==> config.mk <==
export PLATFORM = sky130hd
export DESIGN_NAME = muldiv_unit_flat
export DESIGN_NICKNAME = d
export VERILOG_FILES = /design/src/rtl/muldiv_unit_if.sv /design/src/rtl/muldiv_unit.sv /design/src/flat_wrapper.sv
export SDC_FILE = /design/constraint.sdc
export NUM_CORES = 1
export LEC_CHECK = 0
export BUFFER_PORTS_ARGS = -buffer_cell sky130_fd_sc_hd__buf_2
export CAP_MARGIN = 20
export CORE_MARGIN = 1
export CORE_UTILIZATION = 30
export CTS_CLUSTER_DIAMETER = 30
export DETAILED_ROUTE_END_ITERATION = 12
export PLACE_DENSITY = 0.46
export RECOVER_POWER = 100
export SYNTH_ARGS = -nofsm -noshare
export SYNTH_HDL_FRONTEND = slang
export SYNTH_SLANG_ARGS = --single-unit
==> constraint.sdc <==
create_clock -name clock -period 19.2 [get_ports clock]
set_input_delay 1.92 -clock clock [delete_from_list [all_inputs] [get_ports clock]]
set_output_delay 1.92 -clock clock [all_outputs]
set_load 0.02 [all_outputs]
==> src/rtl/muldiv_unit_if.sv <==
// Operand/result bus for the iterative multiply/divide unit.
// The master issues requests; the unit (slave) returns busy/done and the HI/LO result.
interface muldiv_unit_if #(
    parameter int WIDTH = 32
);
    // Handshake: start is sampled only while the unit is idle (busy low) and is
    // ignored otherwise. busy stays high from the accepting edge until the result
    // edge. done is a single-cycle pulse marking hi/lo (and div_by_zero) as freshly
    // written. A new start may be issued in the done cycle itself.
    logic             start;
    logic [1:0]       op;
    logic [WIDTH-1:0] operand_a;
    logic [WIDTH-1:0] operand_b;
    logic             busy;
    logic             done;
    logic             div_by_zero;
    logic [WIDTH-1:0] hi;
    logic [WIDTH-1:0] lo;
    logic [1:0]       state_dbg;

    modport master (
        output start, op, operand_a, operand_b,
        input  busy, done, div_by_zero, hi, lo, state_dbg
    );

    modport slave (
        input  start, op, operand_a, operand_b,
        output busy, done, div_by_zero, hi, lo, state_dbg
    );
endinterface

==> src/rtl/muldiv_unit.sv <==
// MIPS-style mult/multu/div/divu unit: one shift-add or restoring-subtract step per clock.
// Optional MULDIV_EARLY_OUT_EN: multiplies stop iterating once the remaining multiplier bits are zero.
module muldiv_unit #(
    parameter int WIDTH = 32
) (
    input  logic               clock,
    input  logic               reset,
    muldiv_unit_if.slave       bus
);
    localparam int            CW   = $clog2(WIDTH);
    localparam logic [CW-1:0] LAST = CW'(WIDTH - 1);

    typedef enum logic [1:0] {
        S_IDLE = 2'd0,
        S_CALC = 2'd1,
        S_FIX  = 2'd2
    } state_t;

    state_t             r_state;
    state_t             w_state_next;
    logic [1:0]         r_op;
    logic               r_sign_a;
    logic               r_sign_b;
    logic [WIDTH-1:0]   r_a;
    logic [WIDTH-1:0]   r_b;
    logic [2*WIDTH-1:0] r_acc;
    logic [CW-1:0]      r_cnt;
    logic               r_done;
    logic               r_dbz;
    logic [WIDTH-1:0]   r_hi;
    logic [WIDTH-1:0]   r_lo;

    logic               w_sa_in;
    logic               w_sb_in;
    logic [WIDTH-1:0]   w_a_mag_in;
    logic [WIDTH-1:0]   w_b_mag_in;
    logic               w_is_div;
    logic [WIDTH:0]     w_mul_sum;
    logic [2*WIDTH-1:0] w_mul_next;
    logic [WIDTH:0]     w_div_trial;
    logic [2*WIDTH-1:0] w_div_next;
    logic               w_last;
    logic [2*WIDTH-1:0] w_prod_mag;
    logic [2*WIDTH-1:0] w_prod;
    logic [WIDTH-1:0]   w_quo;
    logic [WIDTH-1:0]   w_rem;
    logic [WIDTH-1:0]   w_a_orig;
    logic               w_dbz;

    // Signed ops iterate on magnitudes; signs are reapplied in FIX.
    assign w_sa_in    = bus.op[0] & bus.operand_a[WIDTH-1];
    assign w_sb_in    = bus.op[0] & bus.operand_b[WIDTH-1];
    assign w_a_mag_in = w_sa_in ? -bus.operand_a : bus.operand_a;
    assign w_b_mag_in = w_sb_in ? -bus.operand_b : bus.operand_b;
    assign w_is_div   = r_op[1];

    // Multiply: accumulate into the top half, shift the whole product right.
    assign w_mul_sum  = {1'b0, r_acc[2*WIDTH-1:WIDTH]} + (r_b[0] ? {1'b0, r_a} : '0);
    assign w_mul_next = {w_mul_sum, r_acc[WIDTH-1:1]};

    // Divide: top half is the partial remainder, bottom half shifts dividend out / quotient in.
    assign w_div_trial = r_acc[2*WIDTH-1:WIDTH-1] - {1'b0, r_b};
    assign w_div_next  = w_div_trial[WIDTH]
                       ? {r_acc[2*WIDTH-2:0], 1'b0}
                       : {w_div_trial[WIDTH-1:0], r_acc[WIDTH-2:0], 1'b1};

`ifdef MULDIV_EARLY_OUT_EN
    assign w_last     = (r_cnt == LAST) || (!w_is_div && (r_b[WIDTH-1:1] == '0));
    // After r_cnt+1 steps the product still sits (LAST - r_cnt) bits too high.
    assign w_prod_mag = r_acc >> (LAST - r_cnt);
`else
    assign w_last     = (r_cnt == LAST);
    assign w_prod_mag = r_acc;
`endif

    assign w_prod   = (r_sign_a ^ r_sign_b) ? -w_prod_mag : w_prod_mag;
    assign w_quo    = (r_sign_a ^ r_sign_b) ? -r_acc[WIDTH-1:0] : r_acc[WIDTH-1:0];
    assign w_rem    = r_sign_a ? -r_acc[2*WIDTH-1:WIDTH] : r_acc[2*WIDTH-1:WIDTH];
    assign w_a_orig = r_sign_a ? -r_a : r_a;
    assign w_dbz    = w_is_div && (r_b == '0);

    always_ff @(posedge clock or posedge reset) begin
        if (reset) begin
            r_state <= S_IDLE;
        end else begin
            r_state <= w_state_next;
        end
    end

    always_comb begin
        w_state_next = r_state;
        case (r_state)
            S_IDLE:  if (bus.start) w_state_next = S_CALC;
            S_CALC:  if (w_last)    w_state_next = S_FIX;
            S_FIX:   w_state_next = S_IDLE;
            default: w_state_next = S_IDLE;
        endcase
    end

    always_ff @(posedge clock or posedge reset) begin
        if (reset) begin
            r_op     <= '0;
            r_sign_a <= 1'b0;
            r_sign_b <= 1'b0;
            r_a      <= '0;
            r_b      <= '0;
            r_acc    <= '0;
            r_cnt    <= '0;
            r_done   <= 1'b0;
            r_dbz    <= 1'b0;
            r_hi     <= '0;
            r_lo     <= '0;
        end else begin
            r_done <= (r_state == S_FIX);
            case (r_state)
                S_IDLE: begin
                    if (bus.start) begin
                        r_op     <= bus.op;
                        r_sign_a <= w_sa_in;
                        r_sign_b <= w_sb_in;
                        r_a      <= w_a_mag_in;
                        r_b      <= w_b_mag_in;
                        r_acc    <= bus.op[1] ? {{WIDTH{1'b0}}, w_a_mag_in} : '0;
                        r_cnt    <= '0;
                        r_dbz    <= 1'b0;
                    end
                end
                S_CALC: begin
                    if (w_is_div) begin
                        r_acc <= w_div_next;
                    end else begin
                        r_acc <= w_mul_next;
                        r_b   <= r_b >> 1;
                    end
                    if (!w_last) r_cnt <= r_cnt + 1'b1;
                end
                S_FIX: begin
                    r_cnt <= '0;
                    r_dbz <= w_dbz;
                    if (!w_is_div) begin
                        r_hi <= w_prod[2*WIDTH-1:WIDTH];
                        r_lo <= w_prod[WIDTH-1:0];
                    end else if (w_dbz) begin
                        r_hi <= w_a_orig;
                        r_lo <= '1;
                    end else begin
                        r_hi <= w_rem;
                        r_lo <= w_quo;
                    end
                end
                default: ;
            endcase
        end
    end

    assign bus.busy        = (r_state == S_CALC) || (r_state == S_FIX);
    assign bus.done        = r_done;
    assign bus.div_by_zero = r_dbz;
    assign bus.hi          = r_hi;
    assign bus.lo          = r_lo;
    assign bus.state_dbg   = r_state;
endmodule
==> src/flat_wrapper.sv <==
// flat-port wrapper written by rule: the top's interface ports become plain ports
module muldiv_unit_flat 
#(
    parameter int WIDTH = 32
)
  (clock, reset, bus_start, bus_op, bus_operand_a, bus_operand_b, bus_busy, bus_done, bus_div_by_zero, bus_hi, bus_lo, bus_state_dbg);
  muldiv_unit_if #(.WIDTH(WIDTH)) bus_i ();
  input  logic clock;
  input  logic reset;
  input wire logic [$bits(bus_i.start)-1:0] bus_start;
  input wire logic [$bits(bus_i.op)-1:0] bus_op;
  input wire logic [$bits(bus_i.operand_a)-1:0] bus_operand_a;
  input wire logic [$bits(bus_i.operand_b)-1:0] bus_operand_b;
  output wire logic [$bits(bus_i.busy)-1:0] bus_busy;
  output wire logic [$bits(bus_i.done)-1:0] bus_done;
  output wire logic [$bits(bus_i.div_by_zero)-1:0] bus_div_by_zero;
  output wire logic [$bits(bus_i.hi)-1:0] bus_hi;
  output wire logic [$bits(bus_i.lo)-1:0] bus_lo;
  output wire logic [$bits(bus_i.state_dbg)-1:0] bus_state_dbg;
  assign bus_i.start = bus_start;
  assign bus_i.op = bus_op;
  assign bus_i.operand_a = bus_operand_a;
  assign bus_i.operand_b = bus_operand_b;
  assign bus_busy = bus_i.busy;
  assign bus_done = bus_i.done;
  assign bus_div_by_zero = bus_i.div_by_zero;
  assign bus_hi = bus_i.hi;
  assign bus_lo = bus_i.lo;
  assign bus_state_dbg = bus_i.state_dbg;
  muldiv_unit #(.WIDTH(WIDTH)) u_core (.clock(clock), .reset(reset), .bus(bus_i));
endmodule
==> impl_metrics.toml <==
[sta]
slew_headroom_pct = -224.6
clock_skew_ns = 0.02863
whs_ns = 0.4869
tns_ns = 0
period_share_pct = 40.34
drv_slew = 546
tightest_slew_ns = 4.843
setup_viol = 0
rsz0062_at_grt = "false"
fmax_mhz = 129.1
min_period_ns = 7.745
finalHoldViolCount = 0

[yosys]
synth_area_leader_cell = "dfrtp_1"
seq_area_frac_synth_pct = 30.27
yosys_warnings = 0
synth_compound_area_share_pct = 25.97
synth_edf_count = 0
synth_top_area_share_pct = 30.27
yosys-top-cells-area = "dfrtp_1 (30%), xnor2_1 (7.1%), ha_1 (5.6%)"
yosys.area_share.xor_xnor_pct = 11.58
avgSynthCellArea_um2 = 8.248
yosys.area_share.simple_pct = 16.62
synth_fa_ha_area_share_pct = 5.801
synth_cell_types = 81
yosysMostFrequentCell = "dfrtp_1"
synthesis.nets = 2191
synth_area_mm2 = 0.01687
ys.flop_type = "dfrtp_1"
synth-seq-cells = 204
netlist_top_cells_count = "dfrtp_1 (204), o21ai_0 (187), nand2_1 (180)"
synthMuxAreaShare_pct = 4.629
synth_top_family_by_area = "compound AO/OA/AOI/OAI gates"
ys_async_sr_fraction_pct = 100.0
syn-instance-count = 2045

[global_routing]
use_met2_pct = 32.51
met3_usage_pct = 4.226
grt-ovfl-total = 0
antenna_found_initial = 0
grt_pass1_vias = 15710
grt_use_met1_pct = 26.66
grt_busiest_layer = "met2"
grt_max_degree = 98
gr-usage-all-layers_pct = 20.11
grt_pass1_wl_mm = 89.33

[clock_network]
h-tree-depth = 3
cts.reportedPaths.clkPinSlew_ns = 0.04
cts_tree = "yes"
root_buffer = "clkbuf_16"
cts.path.max_buffers = 3
clock-sinks = 204
cts_resized = 0
ctsHoldBuffers = 0
cts_buffers = 66
cts_setup_buffers = 0
clock_latency_ns = 0.60

[die]
die_h_um = 239.1
initial_utilization_pct = 30.49
core_area_mm2 = 0.05531
die_area_mm2 = 0.05717
num_rows = 86
die_w_um = 239.1
pin_count = 138

[route]
ant_nets = 0
vias_per_cell = 5.353
wl_per_cell_um = 19.50
drtPass1Iterations = 5
drc = 0
routed_wl_mm = 57.08
drt_iter0_markers = 994
vias = 15670

[setup_path]
slowest_delay_ns = 2.66
crit_fanout = 97
path_class = "in -> async"
endpoint_kind = "async pin"
critPathArrivalTime_ns = 7.39
path_cells = "buf_2 -> clkinvlp_2 -> clkbuf_1"
cp-start-kind = "primary input"
slowest_stage = "clkinvlp_2"
required_ns = 18.85

[pwr]
power_mw = 3.864
p_leak_nw = 8.618
pwr_density_cell_mw_per_mm2 = 191.0
vdd_drop_max_mv = 0.07795

[cells_and_area]
syn_to_final_growth_pct = 19.95
final_nets = 2275
final_cell_count_no_fill = 2927
drive_gt1_share_pct = 10.33
fill_cells = 5771
fin_util_pct = 36.58
diodes = 0

[status]
status = "complete, but fails checks"
violations = "capacitance limit, slew limit"

[placed_design]
place_inst = 2808
io_buffers = 137
gp_congestion = 0.8973
detailed_place_hpwl_mm = 42.24

[min_path]
holdCritPathClass = "reg -> reg"

[flow_run]
maxCapViolCount = 10
[registers in the layout (all words and copies together), names as in the netlist]
register                cells
u_core.r_cnt                5
u_core.r_a                 32
u_core.r_acc               64
u_core.r_sign_a             1
u_core.bus.div_by_zero      1
u_core.bus.hi              32
u_core.r_sign_b             1
u_core.r_op                 1
u_core.bus.lo              32
u_core.bus.done             1
u_core.r_b                 32
u_core.bus.state_dbg        2
[worst paths after layout]
| check | from | endpoint | slack [ns] | cells after the start |
|---|---|---|---|---|
| worst max-delay path | reset | u_core.r_sign_a | 11.45 | 3 |
| worst min-delay path | u_core.bus.hi[1] | u_core.bus.hi[1] | 0.49 | 1 |
| worst max register to register | u_core.bus.state_dbg[0] | u_core.r_b[3] | 12.55 | 8 |
| worst min register to register | u_core.bus.hi[1] | u_core.bus.hi[1] | 0.49 | 1 |
| max in group clock | bus_start | u_core.r_b[3] | 11.94 | 7 |
| min in group asynchronous | reset | u_core.r_cnt[1] | 2.82 | 2 |
[worst max-delay path, delay by kind of cell]
kind | cells | cell delay [ns]
buffers and inverters | 3 | 5.34
[metal layers]
metal | vias to the layer above | wire [um]
met1 | 7641 | 26430
met3 | 78 | 2922
met4 | 0 | 1244
met5 | - | 0
met2 | 341 | 26490
li1 | 7609 | -
[cells in the final DEF (no fill, tap or decap), types with 16 or more instances in the layout]
| cell type | netlist | final |
|---|---|---|
| dfrtp_1 | 204 | 202 |
| o21ai_0 | 187 | 188 |
| nand2_1 | 180 | 179 |
| a21oi_1 | 156 | 156 |
| nor2_1 | 139 | 139 |
| xnor2_1 | 136 | 134 |
| xor2_1 | 87 | 86 |
| clkbuf_1 | 118 | 85 |
| inv_1 | 80 | 79 |
| ha_1 | 75 | 75 |
| clkbuf_16 | 0 | 67 |
| buf_2 | 5 | 66 |
| mux2i_1 | 60 | 60 |
| a21o_1 | 46 | 46 |
| and2_1 | 41 | 38 |
| o221ai_1 | 38 | 38 |
| o21a_1 | 34 | 34 |
| o31ai_1 | 32 | 32 |
| nor4_1 | 30 | 31 |
| nor3_1 | 29 | 29 |
| nand3_1 | 27 | 28 |
| o22a_1 | 27 | 27 |
| nand2b_1 | 25 | 25 |
| o211ai_1 | 25 | 25 |
| a31oi_1 | 25 | 25 |
| a22oi_1 | 22 | 22 |
| clkinv_2 | 0 | 21 |
| o41ai_1 | 15 | 17 |
| or4_1 | 15 | 16 |
| clkbuf_8 | 0 | 16 |
[where the power goes]
group / leakage (nW) / total (mW) / internal (mW) / switching (mW)
Sequential: 2.59 / 0.852 / 0.568 / 0.284
Clock: 1.13 / 1.07 / 0.749 / 0.324
Combinational: 4.89 / 1.94 / 0.827 / 1.11
Total: 8.62 / 3.86 / 2.14 / 1.72
[layout make-up]
| class | instances | area (um2) | share of cell area, % |
|---|---|---|---|
| Multi-Input combinational cell | 1618 | 10900 | 53.86 |
| Tap cell | 748 | 935.9 | 4.626 |
| Timing Repair Buffer | 158 | 737.0 | 3.643 |
| Sequential cell | 204 | 5107 | 25.25 |
| Clock inverter | 31 | 336.6 | 1.664 |
| Inverter | 81 | 305.3 | 1.509 |
| Clock buffer | 87 | 1912 | 9.450 |
[kinds of logic (layout without fill, tap and decap cells)]
logic type	after synthesis	in the layout
xor+xnor	223	223
simple gates	567	567
compound gates	678	678
flops	204	204
fa+ha+maj	77	77
mux	73	73
buf+inv	223	357
[per-stage QoR]
stage / worst slack (ns) / cell area (um2)
floorplan: 11.71 / 16870
global placement: 14.53 / 18140
detailed placement: 14.47 / 18170
CTS: 14.98 / 20420
global route: 10.06 / 20230
finish: 11.45 / 20230
Power figures use the tool's default switching activity.
